**src/rtl/sdram_burst_sched_if.sv**
```systemverilog
// Handshake bundle between the burst scheduler (master) and the SDRAM controller (slave).
interface sdram_burst_sched_if #(
    parameter int unsigned ADDR_W = 22
) ();
    logic              sdram_init_done;
    logic              sdram_busy;
    logic              sdram_wr_ack;
    logic              sdram_rd_ack;
    logic              sdram_wr_req;
    logic              sdram_rd_req;
    logic [8:0]        sdwr_byte;
    logic [8:0]        sdrd_byte;
    logic [ADDR_W-1:0] sys_addr;

    modport master (
        input  sdram_init_done, sdram_busy, sdram_wr_ack, sdram_rd_ack,
        output sdram_wr_req, sdram_rd_req, sdwr_byte, sdrd_byte, sys_addr
    );

    modport slave (
        output sdram_init_done, sdram_busy, sdram_wr_ack, sdram_rd_ack,
        input  sdram_wr_req, sdram_rd_req, sdwr_byte, sdrd_byte, sys_addr
    );
endinterface

```
**src/rtl/sdram_burst_sched.sv**
```systemverilog
// Burst scheduler: issues full-length SDRAM write/read bursts from FIFO fill levels and
// manages the SDRAM region as a circular buffer of burst slots.
module sdram_burst_sched #(
    parameter int unsigned BURST_LEN = 256,
    parameter int unsigned FIFO_AW   = 9,
    parameter int unsigned ADDR_W    = 22,
    parameter int unsigned BASE_ADDR = 0,
    parameter int unsigned SLOTS     = 16384
) (
    input  logic                clk,
    input  logic                rst,
    input  logic [FIFO_AW:0]    wfifo_usedw,
    input  logic [FIFO_AW:0]    rfifo_usedw,
    input  logic                addr_clr,
    sdram_burst_sched_if.master ctrl,
    output logic [ADDR_W:0]     occupancy,
    output logic                ack_err
);
    localparam int unsigned PtrW = (SLOTS > 1) ? $clog2(SLOTS) : 1;
    localparam logic [FIFO_AW:0] BurstLenF = (FIFO_AW+1)'(BURST_LEN);
    localparam logic [FIFO_AW:0] FifoDepth = {1'b1, {FIFO_AW{1'b0}}};
    localparam logic [ADDR_W:0]  SlotsU    = (ADDR_W+1)'(SLOTS);
    localparam logic [PtrW-1:0]  LastSlot  = PtrW'(SLOTS - 1);
    localparam logic [8:0]       BeatFull  = 9'(BURST_LEN);

    typedef enum logic [2:0] {
        StIdle, StWrReq, StWrRun, StWrDone, StRdReq, StRdRun, StRdDone
    } state_e;

    state_e            state_q, state_d;
    logic [PtrW-1:0]   wr_ptr_q, rd_ptr_q, ptr_sel;
    logic [ADDR_W:0]   occ_q;
    logic              last_wr_q, clr_pend_q, ack_err_q;
    logic [8:0]        beat_q;
    logic              wr_req_q, rd_req_q, wr_req_d, rd_req_d;
    logic [ADDR_W-1:0] addr_q, addr_d;
    logic              can_check, wr_ok, rd_ok, clr_now;

    // A clear arriving in IDLE also blocks issue so pointers never move under a new burst.
    assign can_check = ctrl.sdram_init_done && !clr_pend_q && !addr_clr;
    assign wr_ok     = can_check && (wfifo_usedw >= BurstLenF) && (occ_q < SlotsU);
    assign rd_ok     = can_check && (occ_q != '0) && ((FifoDepth - rfifo_usedw) >= BurstLenF);
    assign clr_now   = (state_q == StIdle) && (addr_clr || clr_pend_q);

    always_ff @(posedge clk or posedge rst) begin
        if (rst) begin
            state_q <= StIdle;
        end else begin
            state_q <= state_d;
        end
    end

    always_comb begin
        state_d = state_q;
        case (state_q)
            StIdle: begin
                if (wr_ok && (!rd_ok || !last_wr_q)) begin
                    state_d = StWrReq;
                end else if (rd_ok) begin
                    state_d = StRdReq;
                end
            end
            StWrReq:  if (ctrl.sdram_wr_ack) state_d = StWrRun;
            StWrRun:  if (!ctrl.sdram_busy) state_d = StWrDone;
            StWrDone: state_d = StIdle;
            StRdReq:  if (ctrl.sdram_rd_ack) state_d = StRdRun;
            StRdRun:  if (!ctrl.sdram_busy) state_d = StRdDone;
            StRdDone: state_d = StIdle;
            default:  state_d = StIdle;
        endcase
    end

    // Outputs are computed from the next state and registered, so they change on the edge.
    always_comb begin
        wr_req_d = (state_d == StWrReq);
        rd_req_d = (state_d == StRdReq);
        case (state_d)
            StWrReq, StWrRun, StWrDone: ptr_sel = wr_ptr_q;
            StRdReq, StRdRun, StRdDone: ptr_sel = rd_ptr_q;
            default:                    ptr_sel = last_wr_q ? rd_ptr_q : wr_ptr_q;
        endcase
        addr_d = ADDR_W'(BASE_ADDR) + ADDR_W'(ptr_sel) * ADDR_W'(BURST_LEN);
    end

    always_ff @(posedge clk or posedge rst) begin
        if (rst) begin
            wr_req_q   <= 1'b0;
            rd_req_q   <= 1'b0;
            addr_q     <= ADDR_W'(BASE_ADDR);
            wr_ptr_q   <= '0;
            rd_ptr_q   <= '0;
            occ_q      <= '0;
            last_wr_q  <= 1'b0;
            clr_pend_q <= 1'b0;
            ack_err_q  <= 1'b0;
            beat_q     <= '0;
        end else begin
            wr_req_q <= wr_req_d;
            rd_req_q <= rd_req_d;
            addr_q   <= addr_d;

            if (addr_clr && (state_q != StIdle)) begin
                clr_pend_q <= 1'b1;
            end

            if ((state_q == StIdle) && (state_d != StIdle)) begin
                beat_q <= '0;
            end else if ((((state_q == StWrReq) || (state_q == StWrRun)) && ctrl.sdram_wr_ack) ||
                         (((state_q == StRdReq) || (state_q == StRdRun)) && ctrl.sdram_rd_ack)) begin
                beat_q <= beat_q + 9'd1;
            end

            case (state_q)
                StWrDone: begin
                    wr_ptr_q  <= (wr_ptr_q == LastSlot) ? '0 : wr_ptr_q + PtrW'(1);
                    occ_q     <= occ_q + (ADDR_W+1)'(1);
                    last_wr_q <= 1'b1;
                    if (beat_q != BeatFull) ack_err_q <= 1'b1;
                end
                StRdDone: begin
                    rd_ptr_q  <= (rd_ptr_q == LastSlot) ? '0 : rd_ptr_q + PtrW'(1);
                    occ_q     <= occ_q - (ADDR_W+1)'(1);
                    last_wr_q <= 1'b0;
                    if (beat_q != BeatFull) ack_err_q <= 1'b1;
                end
                StIdle: begin
                    if (clr_now) begin
                        wr_ptr_q   <= '0;
                        rd_ptr_q   <= '0;
                        occ_q      <= '0;
                        ack_err_q  <= 1'b0;
                        clr_pend_q <= 1'b0;
                    end
                end
                default: ;
            endcase
        end
    end

    assign ctrl.sdram_wr_req = wr_req_q;
    assign ctrl.sdram_rd_req = rd_req_q;
    assign ctrl.sys_addr     = addr_q;
    assign ctrl.sdwr_byte    = 9'(BURST_LEN);
    assign ctrl.sdrd_byte    = 9'(BURST_LEN);
    assign occupancy         = occ_q;
    assign ack_err           = ack_err_q;
endmodule

```
**src/flat_wrapper.sv**
```systemverilog
// flat-port wrapper written by rule: the top's interface ports become plain ports
module sdram_burst_sched_flat 
#(
    parameter int unsigned BURST_LEN = 256,
    parameter int unsigned FIFO_AW   = 9,
    parameter int unsigned ADDR_W    = 22,
    parameter int unsigned BASE_ADDR = 0,
    parameter int unsigned SLOTS     = 16384
)
  (clk, rst, wfifo_usedw, rfifo_usedw, addr_clr, occupancy, ack_err, ctrl_sdram_init_done, ctrl_sdram_busy, ctrl_sdram_wr_ack, ctrl_sdram_rd_ack, ctrl_sdram_wr_req, ctrl_sdram_rd_req, ctrl_sdwr_byte, ctrl_sdrd_byte, ctrl_sys_addr);
  sdram_burst_sched_if #(.ADDR_W(ADDR_W)) ctrl_i ();
  input  logic clk;
  input  logic rst;
  input  logic [FIFO_AW:0] wfifo_usedw;
  input  logic [FIFO_AW:0] rfifo_usedw;
  input  logic addr_clr;
  output logic [ADDR_W:0] occupancy;
  output logic ack_err;
  input wire logic [$bits(ctrl_i.sdram_init_done)-1:0] ctrl_sdram_init_done;
  input wire logic [$bits(ctrl_i.sdram_busy)-1:0] ctrl_sdram_busy;
  input wire logic [$bits(ctrl_i.sdram_wr_ack)-1:0] ctrl_sdram_wr_ack;
  input wire logic [$bits(ctrl_i.sdram_rd_ack)-1:0] ctrl_sdram_rd_ack;
  output wire logic [$bits(ctrl_i.sdram_wr_req)-1:0] ctrl_sdram_wr_req;
  output wire logic [$bits(ctrl_i.sdram_rd_req)-1:0] ctrl_sdram_rd_req;
  output wire logic [$bits(ctrl_i.sdwr_byte)-1:0] ctrl_sdwr_byte;
  output wire logic [$bits(ctrl_i.sdrd_byte)-1:0] ctrl_sdrd_byte;
  output wire logic [$bits(ctrl_i.sys_addr)-1:0] ctrl_sys_addr;
  assign ctrl_i.sdram_init_done = ctrl_sdram_init_done;
  assign ctrl_i.sdram_busy = ctrl_sdram_busy;
  assign ctrl_i.sdram_wr_ack = ctrl_sdram_wr_ack;
  assign ctrl_i.sdram_rd_ack = ctrl_sdram_rd_ack;
  assign ctrl_sdram_wr_req = ctrl_i.sdram_wr_req;
  assign ctrl_sdram_rd_req = ctrl_i.sdram_rd_req;
  assign ctrl_sdwr_byte = ctrl_i.sdwr_byte;
  assign ctrl_sdrd_byte = ctrl_i.sdrd_byte;
  assign ctrl_sys_addr = ctrl_i.sys_addr;
  sdram_burst_sched #(.BURST_LEN(BURST_LEN), .FIFO_AW(FIFO_AW), .ADDR_W(ADDR_W), .BASE_ADDR(BASE_ADDR), .SLOTS(SLOTS)) u_core (.clk(clk), .rst(rst), .wfifo_usedw(wfifo_usedw), .rfifo_usedw(rfifo_usedw), .addr_clr(addr_clr), .ctrl(ctrl_i), .occupancy(occupancy), .ack_err(ack_err));
endmodule
```
**config.mk**
```make
export PLATFORM = sky130hd
export DESIGN_NAME = sdram_burst_sched_flat
export DESIGN_NICKNAME = d
export VERILOG_FILES = /design/src/rtl/sdram_burst_sched_if.sv /design/src/rtl/sdram_burst_sched.sv /design/src/flat_wrapper.sv
export SDC_FILE = /design/constraint.sdc
export NUM_CORES = 1
export LEC_CHECK = 0
export ABC_AREA = 1
export BUFFER_PORTS_ARGS = -buffer_cell sky130_fd_sc_hd__buf_2
export CORE_ASPECT_RATIO = 0.75
export CORE_MARGIN = 2
export CORE_UTILIZATION = 49
export CTS_CLUSTER_SIZE = 10
export DETAILED_ROUTE_END_ITERATION = 6
export PLACE_DENSITY_LB_ADDON = 0.2
export SETUP_SLACK_MARGIN = 0.2
export SYNTH_ARGS = -nofsm -noshare
export SYNTH_HDL_FRONTEND = slang
export SYNTH_SLANG_ARGS = --single-unit
export TNS_END_PERCENT = 50
```
**constraint.sdc**
```tcl
create_clock -name clk -period 8 [get_ports clk]
set_input_delay 1.6 -clock clk [delete_from_list [all_inputs] [get_ports clk]]
set_output_delay 1.6 -clock clk [all_outputs]
set_load 0.02 [all_outputs]
```
Word level (Yosys, flattened, before mapping)
Index checks and enable logic that the tools add are counted.
W data, S select, Z words.
{ "word_totals": {"ramBits": 0, "ff_bits": 82, "latchBits": 0, "input_bits": 27, "n_memories": 0, "romBits": 0, "out_inout_bits": 66, "wordCells": 100} }
{ "op_classes": {"shifts": 0, "n_eq_ne": 17, "n_bitwise": 0, "reduce_logical": 38, "mux": 25, "n_mul": 0, "n_addsub": 6, "div_mod_pow": 0, "order_cmp": 3} }
{ "op_table": {"columns": ["operator", "count"], "rows": [
  ["$pmux W14 S2", 3],
  ["$pmux W23 S3", 1],
  ["$mux W14", 4],
  ["$add A14 B1 Y14 const B", 2],
  ["$eq A14 B14 Y1 const B", 2],
  ["$add A23 B1 Y23 const B", 1],
  ["$lt A23 B15 Y1 const B", 1],
  ["$mux W23", 1],
  ["$reduce_bool A23 Y1", 1],
  ["$sub A23 B1 Y23 const B", 1],
  ["$ge A10 B9 Y1 const B", 2],
  ["$eq A3 B3 Y1 const B", 6],
  ["$mux W3", 6],
  ["$mux W9", 2],
  ["$pmux W3 S5", 1],
  ["$eq A3 B2 Y1 const B", 4],
  ["$logic_and A1 B1 Y1", 12],
  ["$reduce_bool A2 Y1", 5],
  ["$sub A10 B10 Y10 const A", 1],
  ["$add A9 B1 Y9 const B", 1],
  ["$ne A9 B9 Y1 const B", 1],
  ["$reduce_bool A3 Y1", 3],
  ["$eq A3 B1 Y1 const B", 2],
  ["$reduce_and A2 Y1", 3],
  ["other kinds (9)", 23]
]} }

Depth between registers and ports, before layout
Gate-level depths: netlist of run 1.
{ "logic_depth": {"depth_word": 13, "mapped_depth": 16, "depth_no_buf": 16} }

Worst setup path before layout of run 1
No wires, ideal clock.
{ "synth_timing": {"path_kind": "input to register", "start": "input rfifo_usedw[4]", "end": "register u_core.addr_q[14] (netlist: u_core.ctrl.sys_addr[14])", "n_path_buf": 1, "setup_ps": 124, "arrival_ps": 2757, "setup_slack_ps": 5118, "path_stages": 11, "required_ps": 7876, "path_cell_list": "nor2_1 -> nand2_1 -> o21bai_1 -> nand3_1 -> o21ai_0 -> nand2_1 -> nand2_1 -> nand3_2 -> buf_2 -> nand3_1 -> nand3_1"} }
{ "synth_between": {"elab_chain_len": 11, "word_cells_on_any_way": 18, "classes_between": "add/sub (1); order compare (1); eq/ne (6); mux (4); reduce/logical (6)"} }
{ "synth_lines": {"columns": ["item", "line", "source"], "rows": [
  ["from (decl)", "flat_wrapper.sv:15", "input logic [FIFO_AW:0] rfifo_usedw;"],
  ["$sub A10 B10 Y10 (*)", "sdram_burst_sched.sv:42", "assign rd_ok = can_check && (occ_q != '0) && ((FifoDepth - rfifo_usedw) >= BurstLenF);"],
  ["$ge A10 B9 Y1 (*)", "sdram_burst_sched.sv:42", null],
  ["$logic_and A1 B1 Y1 (*)", "sdram_burst_sched.sv:42", null],
  ["$logic_not A1 Y1", "sdram_burst_sched.sv:57", "if (wr_ok && (!rd_ok || !last_wr_q)) begin"],
  ["$logic_or A1 B1 Y1", "sdram_burst_sched.sv:57", null],
  ["$logic_and A1 B1 Y1", "sdram_burst_sched.sv:57", null],
  ["$mux W3 (*)", "sdram_burst_sched.sv:57", null],
  ["$pmux W3 S5 (*)", "sdram_burst_sched.sv:55", "case (state_q)"],
  ["$eq A3 B3 Y1, or another cell as far along", "sdram_burst_sched.sv:77", "case (state_d)"],
  ["$reduce_or A3 Y1", "sdram_burst_sched.sv:77", null],
  ["$pmux W14 S2 (*)", "sdram_burst_sched.sv:77", null],
  ["via u_core.addr_d[14]", "sdram_burst_sched.sv:36", "logic [ADDR_W-1:0] addr_q, addr_d;"],
  ["to (signal assigned)", "sdram_burst_sched.sv:89", "addr_q <= ADDR_W'(BASE_ADDR);"],
  ["to (signal assigned)", "sdram_burst_sched.sv:100", "addr_q <= addr_d;"],
  ["to (decl)", "sdram_burst_sched.sv:36", null]
]} }
Mark *: on every way through the listed nets, which the timed path passes. The rest lies on a longest branch.
A chain may end at the register's enable or synchronous reset.

Final worst setup path of run 1
{ "layout_timing": {"start": "register u_core.state_q[1]", "end": "register u_core.occ_q[18] (netlist: u_core.occupancy[18])"} }
{ "layout_between": {"elab_chain_len": 4, "word_cells_on_any_way": 8, "classes_between": "eq/ne (3); mux (1); reduce/logical (4)"} }
{ "layout_lines": {"columns": ["item", "line", "source"], "rows": [
  ["from (decl)", "sdram_burst_sched.sv:30", "state_e state_q, state_d;"],
  ["from (signal assigned)", "sdram_burst_sched.sv:47", "state_q <= StIdle;"],
  ["from (signal assigned)", "sdram_burst_sched.sv:49", "state_q <= state_d;"],
  ["$logic_not A3 Y1", "sdram_burst_sched.sv:43, sdram_burst_sched.sv:113", null],
  ["$logic_and A1 B1 Y1", "sdram_burst_sched.sv:43", "assign clr_now = (state_q == StIdle) && (addr_clr || clr_pend_q);"],
  ["$ne A2 B1 Y1 (no line)", null, null],
  ["$reduce_and A2 Y1 (no line)", null, null],
  ["to (signal assigned)", "sdram_burst_sched.sv:116", "occ_q <= occ_q + (ADDR_W+1)'(1);"],
  ["to (signal assigned)", "sdram_burst_sched.sv:122", "occ_q <= occ_q - (ADDR_W+1)'(1);"],
  ["to (decl)", "sdram_burst_sched.sv:32", "logic [ADDR_W:0] occ_q;"]
]} }
Parallel ways exist; a longest one is shown, timed or not.

==> results.md, run 1 <==
* TNS Setup at 0 ns
* Post-synthesis xor/xnor area fraction at 3.20%
* Die H at 97.8 um
* Tightest Pin Transition at 1.07 ns
* Ports at 93
* Synth Area in Adders at 5.80%
* Worst r2r dst: u_core.occupancy[18]$_DFFE_PP0P_
* Final GP Congestion at 0.937
* Simple-gate portion of the synthesized area at 29.9%
* Status: completed
* Crit-path max FO at 26
* DR vias at 5248
* Post-cts sizing count at 0
* Worst skew pair latency at 0.35 ns
* Min-delay src: u_core.clr_pend_q$_DFF_PP0_
* Layout cell share with drive strength beyond 1 at 13.8%
* FF-to-FF setup slack at 4.76 ns
* Antenna fix cells at 0
* Layout net count at 890
* Crit Reg-Reg Startpoint: u_core.state_q[1]$_DFF_PP0_
* WP data required at 8.23 ns
* CP Class: flip-flop to flip-flop
* Synthesis-stage register bit count at 82
* Number of global-route vias before repair at 4663
* Ys async rst share at 100%
* Row cnt at 34
* Max Freq at 309 MHz
* Routed len/inst at 14.2 um
* EDFF count, synth at 0
* Vias/cell at 5.23
* Crit-path slowest cell: dfrtp_1
* CP peak stage delay at 0.53 ns
* Commonest non-fill, non-tap cell in the layout: nand2_1
* Post-route insts no fill at 1004
* Port bufs at 58
* Largest net degree at the start of global routing at 83
* H-Tree Depth at 3
* Clock buffer depth at 2
* WHS at 0.516 ns
* Fill cells at 1107
* Synth Flop Type: dfrtp_1
* Core region area at 11500 um^2
* Post-synthesis mux area share at 0.196%
* Most frequent cells in the layout: 171 x nand2_1, 84 x nor2_1, 82 x dfrtp_1, 75 x inv_1, 69 x nand3_1
* First-pass GRT wire length at 23.2 mm
* Crit path top cell by count: nand2_1
* Clock sink total at 82
* Post-CTS Setup Bufs at 0
* YS warnings at 0
* Worst vdd ir at 0.000177 V
* Worst Skew at 0.00748 ns
* Critical path cell sequence: inv_2, nor3_4, buf_4, fa_1, nand2_1, nand2_1, o21ai_0, o21ai_0, inv_1, o21ai_0, nand2_1, nand2_1, a21oi_1, o21ai_0, nand2_1
* Reg area at 2050 um^2
* Global route overflow at 0
* Hold Fails Final Rpt at 0
* Worst setup EP type: flip-flop
* Static Leakage at 3.26 nW
* Die width at 129 um
* Post-synthesis compound-gate area fraction at 14.4%
* Root Buffer: clkbuf_16
* Clock-pin slew on the worst setup and hold paths at 0.07 ns
* Critical Path Start Type: flip-flop
* Post-CTS Hold Buffers at 0
* PD cells at 256 nW/um^2
* Sequential area share after synthesis at 35.7%
* Die ar. at 12600 um^2
* Part of the cycle the worst path needs at 40.5%
* Cell count after synthesis at 780
* Critical Path Start: u_core.state_q[1]$_DFF_PP0_
* Antenna Nets Post-Route at 0
* Total of max-cap violations at 0
* DRT iter0 DRCs at 325
* DR DRC count at 0
* RSZ-0062 raised after global routing: no
* Yosys cell types at 56
* CTS tree: yes
* Multi-input gate area at 3170 um^2
* Synthesized area at 5740 um^2
* Pwr Total at 1.62 mW
* Path depth of the worst reg2reg path at 15
* Slew HR at 28.5%
* Initial core utilization at 49.8%
* Detailed Place HPWL at 10.4 mm
* Crit path arrival time at 3.47 ns
* Max-slew violations at 0
* Largest family of logic cells by synthesized area: simple AND/OR/NAND/NOR gates
* Worst Setup EP: u_core.occupancy[18]$_DFFE_PP0P_
* All-Layer GR Usage at 23.3%
* Area growth from synthesis to layout at 10.2%
* Drt total wl at 14.2 mm
* First-pass DRT Iterations at 5
* Crit path time final at 3.24 ns
* Hold Path Class: flip-flop to flip-flop
* Cells after DPL at 988
* Avg Inst Size Synth at 7.36 um^2
* Final core occ at 54.9%
* CTS buffer count at 9
* Setup violators final at 0
* Initial antenna violation count at 0
-- area by class of cell --
type	count	share of cell area, %
timing repair buffer	61	4.94
clock buffer	12	3.74
clock inverter	4	0.455
tap	162	3.20
inverter	86	5.16
sequential	82	32.4
multi-input combinational	597	50.1
-- registers in the layout, indices dropped and copies added, names as in the netlist --
name                      count
u_core.ack_err                1
u_core.rd_ptr_q              14
u_core.beat_q                 9
u_core.state_q                3
u_core.wr_ptr_q              14
u_core.last_wr_q              1
u_core.clr_pend_q             1
u_core.ctrl.sdram_wr_req      1
u_core.occupancy             23
u_core.ctrl.sdram_rd_req      1
u_core.ctrl.sys_addr         14
-- power breakdown --
group | switching [mW] | internal, mW | total (mW)
clock | 0.175 | 0.211 | 0.386
combinational | 0.524 | 0.180 | 0.703
sequential | 0.0679 | 0.465 | 0.533
total | 0.767 | 0.856 | 1.62
-- metal layers --
metal	vias to the layer above	track usage, %	share of wire, %
met4	0	6.02	1.1
met3	13	5.75	6.6
met2	172	32.3	41
met5	-	0	0
met1	2428	36.0	51
li1	2635	-	-
-- synthesized netlist by cell type (all sizes together) (2+ instances only) --
library cell	number	area share, %
a21oi	52	4.8
buf	37	4.8
clkbuf	2	0.13
conb	2	0.13
dfrtp	82	36
ha	25	5.4
inv	86	5.7
nand2	178	12
nand3	72	6.5
nand3b	2	0.48
nand4	8	0.87
nor2	89	6.1
nor3	21	2.5
o211ai	2	0.35
o21a	3	0.39
o21ai	66	5.8
o21bai	5	0.65
o22ai	3	0.33
o31ai	4	0.76
or2	7	0.76
xnor2	2	0.31
xor2	19	2.9
-- stage by stage --
| stage | setup slack, ns | cell area (um^2) |
|---|---|---|
| finish | 4.76 | 6330 |
| CTS | 4.84 | 6330 |
| floorplan | 4.29 | 5830 |
| global route | 4.48 | 6330 |
| global placement | 4.60 | 6070 |
| detailed placement | 4.55 | 6070 |
-- critical path: cells and delay by family (launching register included) --
kind / cells / cell delay [ns]
AOI/OAI and AO/OA: 5 / 1.11
adders and majority gates: 1 / 0.26
buffers and inverters: 3 / 0.62
DFF: 1 / 0.53
and+or+nand+nor: 6 / 0.58
-- how the worst min path moves through the flow --
stage,end,slack (ns),cells past startpoint
2_1_floorplan,u_core.clr_pend_q$_DFF_PP0_,0.47,2
3_3_place_gp,u_core.clr_pend_q$_DFF_PP0_,0.50,2
3_5_place_dp,u_core.clr_pend_q$_DFF_PP0_,0.51,2
4_1_cts,u_core.wr_ptr_q[11]$_DFFE_PP0P_,0.52,1
5_1_grt,u_core.wr_ptr_q[11]$_DFFE_PP0P_,0.56,1
6_report,u_core.clr_pend_q$_DFF_PP0_,0.52,2
-- cells by family after synthesis --
kind of cell | count (synthesis)
buf+inv | 125
mux | 1
compound gates | 142
fa+ha+maj | 26
other cells | 2
xor+xnor | 21
simple gates | 381
flops | 82
Note: power is estimated with default switching activity, not from simulation.
==> run 2: changes to the inputs <==
clock period = 3.12 ns   (was 8 ns; I/O delays follow)
==> results.md, run 2 (synthesis results as in run 1) <==
* Die H at 97.8 um (unchanged)
* Worst Setup EP: u_core.occupancy[12]$_DFFE_PP0P_
* Clock sink total at 82 (unchanged)
* Initial antenna violation count at 0 (unchanged)
* Max FFs per register at 23 (unchanged)
* Vias/cell at 5.24 (+0.19%)
* Die ar. at 12600 um^2 (unchanged)
* H-Tree Depth at 3 (unchanged)
* Global route overflow at 0 (unchanged)
* Crit path time final at 2.70 ns (-0.537 ns)
* Hold Path Class: input port to async pin
* Worst vdd ir at 0.000397 V (+120%)
* Max-slew violations at 0 (unchanged)
* Tightest Pin Transition at 1.00 ns (-0.0679 ns)
* DRT iter0 DRCs at 334 (+2.8%)
* Path depth of the worst reg2reg path at 12 (-3)
* Total of max-cap violations at 0 (unchanged)
* DR vias at 5284 (+0.69%)
* Clock buffer depth at 2 (unchanged)
* Pint at 2.33 mW (+170%)
* Worst setup EP type: flip-flop
* Number of global-route vias before repair at 4895 (+5.0%)
* Root Buffer: clkbuf_16
* Port bufs at 58 (unchanged)
* Layout net count at 895 (+0.56%)
* All-Layer GR Usage at 24.5% (+1.3 points)
* Fill cells at 1119 (+1.1%)
* Clock network fraction of total power at 25.6% (+1.8 points)
* Worst skew pair latency at 0.35 ns (about the same)
* Post-CTS Setup Bufs at 0 (unchanged)
* Status: completed
* Initial core utilization at 49.8% (unchanged)
* Critical Path Start: u_core.state_q[2]$_DFF_PP0_
* Reg area at 2050 um^2 (about the same)
* Static Leakage at 3.32 nW (+1.7%)
* First-pass GRT wire length at 24.5 mm (+5.7%)
* Area growth from synthesis to layout at 12.1%
* WP data required at 3.40 ns (-4.83 ns)
* Detailed Place HPWL at 11.1 mm (+5.9%)
* Row cnt at 34 (unchanged)
* CP Class: flip-flop to flip-flop
* Commonest non-fill, non-tap cell in the layout: nand2_1
* FF-to-FF setup slack at 0.42 ns (-4.34 ns)
* Critical Path Start Type: flip-flop
* Drt total wl at 14.8 mm (+3.8%)
* Antenna fix cells at 0 (unchanged)
* Part of the cycle the worst path needs at 86.7% (+46 points)
* PD cells at 680 nW/um^2 (+170%)
* Routed len/inst at 14.6 um (+3.3%)
* Clock-pin slew on the worst setup and hold paths at 0.07 ns (about the same)
* Ports at 93 (unchanged)
* Core region area at 11500 um^2 (unchanged)
* First-pass DRT Iterations at 7 (+2)
* Crit-path max FO at 26 (unchanged)
* Worst r2r dst: u_core.occupancy[12]$_DFFE_PP0P_
* Power share of the combinational group at 43.9% (+0.6 points)
* RSZ-0062 raised after global routing: no
* Most frequent cells in the layout: 171 x nand2_1, 84 x nor2_1, 81 x dfrtp_1, 75 x inv_1, 69 x nand3_1
* CTS buffer count at 9 (unchanged)
* Sequential share of power at 30.6% (-2.3 points)
* Layout cell share with drive strength beyond 1 at 14.8% (+0.98 points)
* WHS at 0.383 ns (-0.133 ns)
* Antenna Nets Post-Route at 0 (unchanged)
* Hold Fails Final Rpt at 0 (unchanged)
* Switch Pwr at 2.04 mW (+170%)
* Pwr Total at 4.38 mW (+170%)
* Max Freq at 370 MHz (+20%)
* TNS Setup at 0 ns (unchanged)
* CTS tree: yes
* Final GP Congestion at 0.928 (-0.94%)
* Crit Reg-Reg Startpoint: u_core.state_q[2]$_DFF_PP0_
* Slew HR at 32.8% (+4.3 points)
* DR DRC count at 0 (unchanged)
* Setup violators final at 0 (unchanged)
* Multi-input gate area at 3170 um^2 (unchanged)
* Crit path arrival time at 2.99 ns (-0.48 ns)
* Worst Skew at 0.0103 ns (+0.00280 ns)
* Sw Ratio at 46.7% (-0.57 points)
* Die width at 129 um (unchanged)
* Largest net degree at the start of global routing at 43 (-48%)
-- run 2: cell count changes in the layout (fill, tap and decap cells not counted), sizes merged --
cell    previous run  this run
clkinv             3         1
buf               61        66
clkbuf            12        10
bufinv             0         1
inv               85        88
-- run 2: layout make-up --
type	count	share of cell area [%]
Sequential cell	82	31.9
Timing Repair Buffer	66	5.83
Multi-Input combinational cell	597	49.3
Clock buffer	10	3.71
Inverter	86	5.07
Clock inverter	6	1.11
Tap cell	162	3.15
-- run 2: metal layers --
| layer | up-vias | part of all wire, % | track usage, % | routed length (um) |
|---|---|---|---|---|
| met5 | - | 0 | 0 | 0 |
| met3 | 17 | 8.0 | 6.68 | 1180 |
| met1 | 2443 | 50 | 37.2 | 7410 |
| li1 | 2650 | - | - | - |
| met2 | 174 | 41 | 35.0 | 6010 |
| met4 | 0 | 1.1 | 5.35 | 162 |
-- run 2: metrics by stage --
step | instance area [um^2] | worst slack, ns | utilization (%) | std cells
final | 6440 | 0.417 | 55.9 | 1009
after global routing | 6440 | 0.207 | 55.9 | 1009
after CTS | 6440 | 0.394 | 55.8 | 1009
after detailed placement | 6130 | 0.412 | 53.2 | 993
after global placement | 6130 | 0.473 | 53.2 | 993
after floorplan | 5830 | 0.375 | - | 804
-- run 2: worst max-delay path, stage by stage (launching register included) --
cell and delay [ns]:
dfrtp_1 0.43, inv_1 0.17, nor3_4 0.19, buf_12 0.22, ha_1 0.29, o21ai_0 0.40
inv_1 0.12, a21oi_1 0.23, inv_1 0.13, a21oi_1 0.19, or2_2 0.14, nand3_1 0.05
nand2_1 0.06
-- run 2: worst min path at each step --
| stage | slack, ns | end | depth (start not counted) | from |
|---|---|---|---|---|
| after CTS | 0.42 | u_core.occupancy[1]$_DFFE_PP0P_ | 2 | rst |
| after global placement | 0.50 | u_core.clr_pend_q$_DFF_PP0_ | 2 | u_core.clr_pend_q$_DFF_PP0_ |
| after floorplan | 0.47 | u_core.clr_pend_q$_DFF_PP0_ | 2 | u_core.clr_pend_q$_DFF_PP0_ |
| final | 0.38 | u_core.occupancy[1]$_DFFE_PP0P_ | 2 | rst |
| after detailed placement | 0.50 | u_core.clr_pend_q$_DFF_PP0_ | 2 | u_core.clr_pend_q$_DFF_PP0_ |
| after global routing | 0.45 | u_core.occupancy[1]$_DFFE_PP0P_ | 2 | rst |
-- run 2: power by group through the flow --
| stage | Sequential, mW | Combinational [mW] | Clock (mW) |
|---|---|---|---|
| after floorplan | 1.39 | 1.39 | 0 |
| final | 1.34 | 1.92 | 1.12 |
| after global placement | 1.35 | 1.85 | 0 |
| after detailed placement | 1.35 | 1.89 | 0 |
| after global routing | 1.36 | 2.11 | 1.18 |
| after CTS | 1.33 | 1.90 | 1.14 |
-- run 2: repair_timing --
| item | CTS | global route |
|---|---|---|
| resized for setup | 0 | 2 |
| hold buffers | 0 | 0 |
| endpoints found under the setup margin | 0 | 4 |
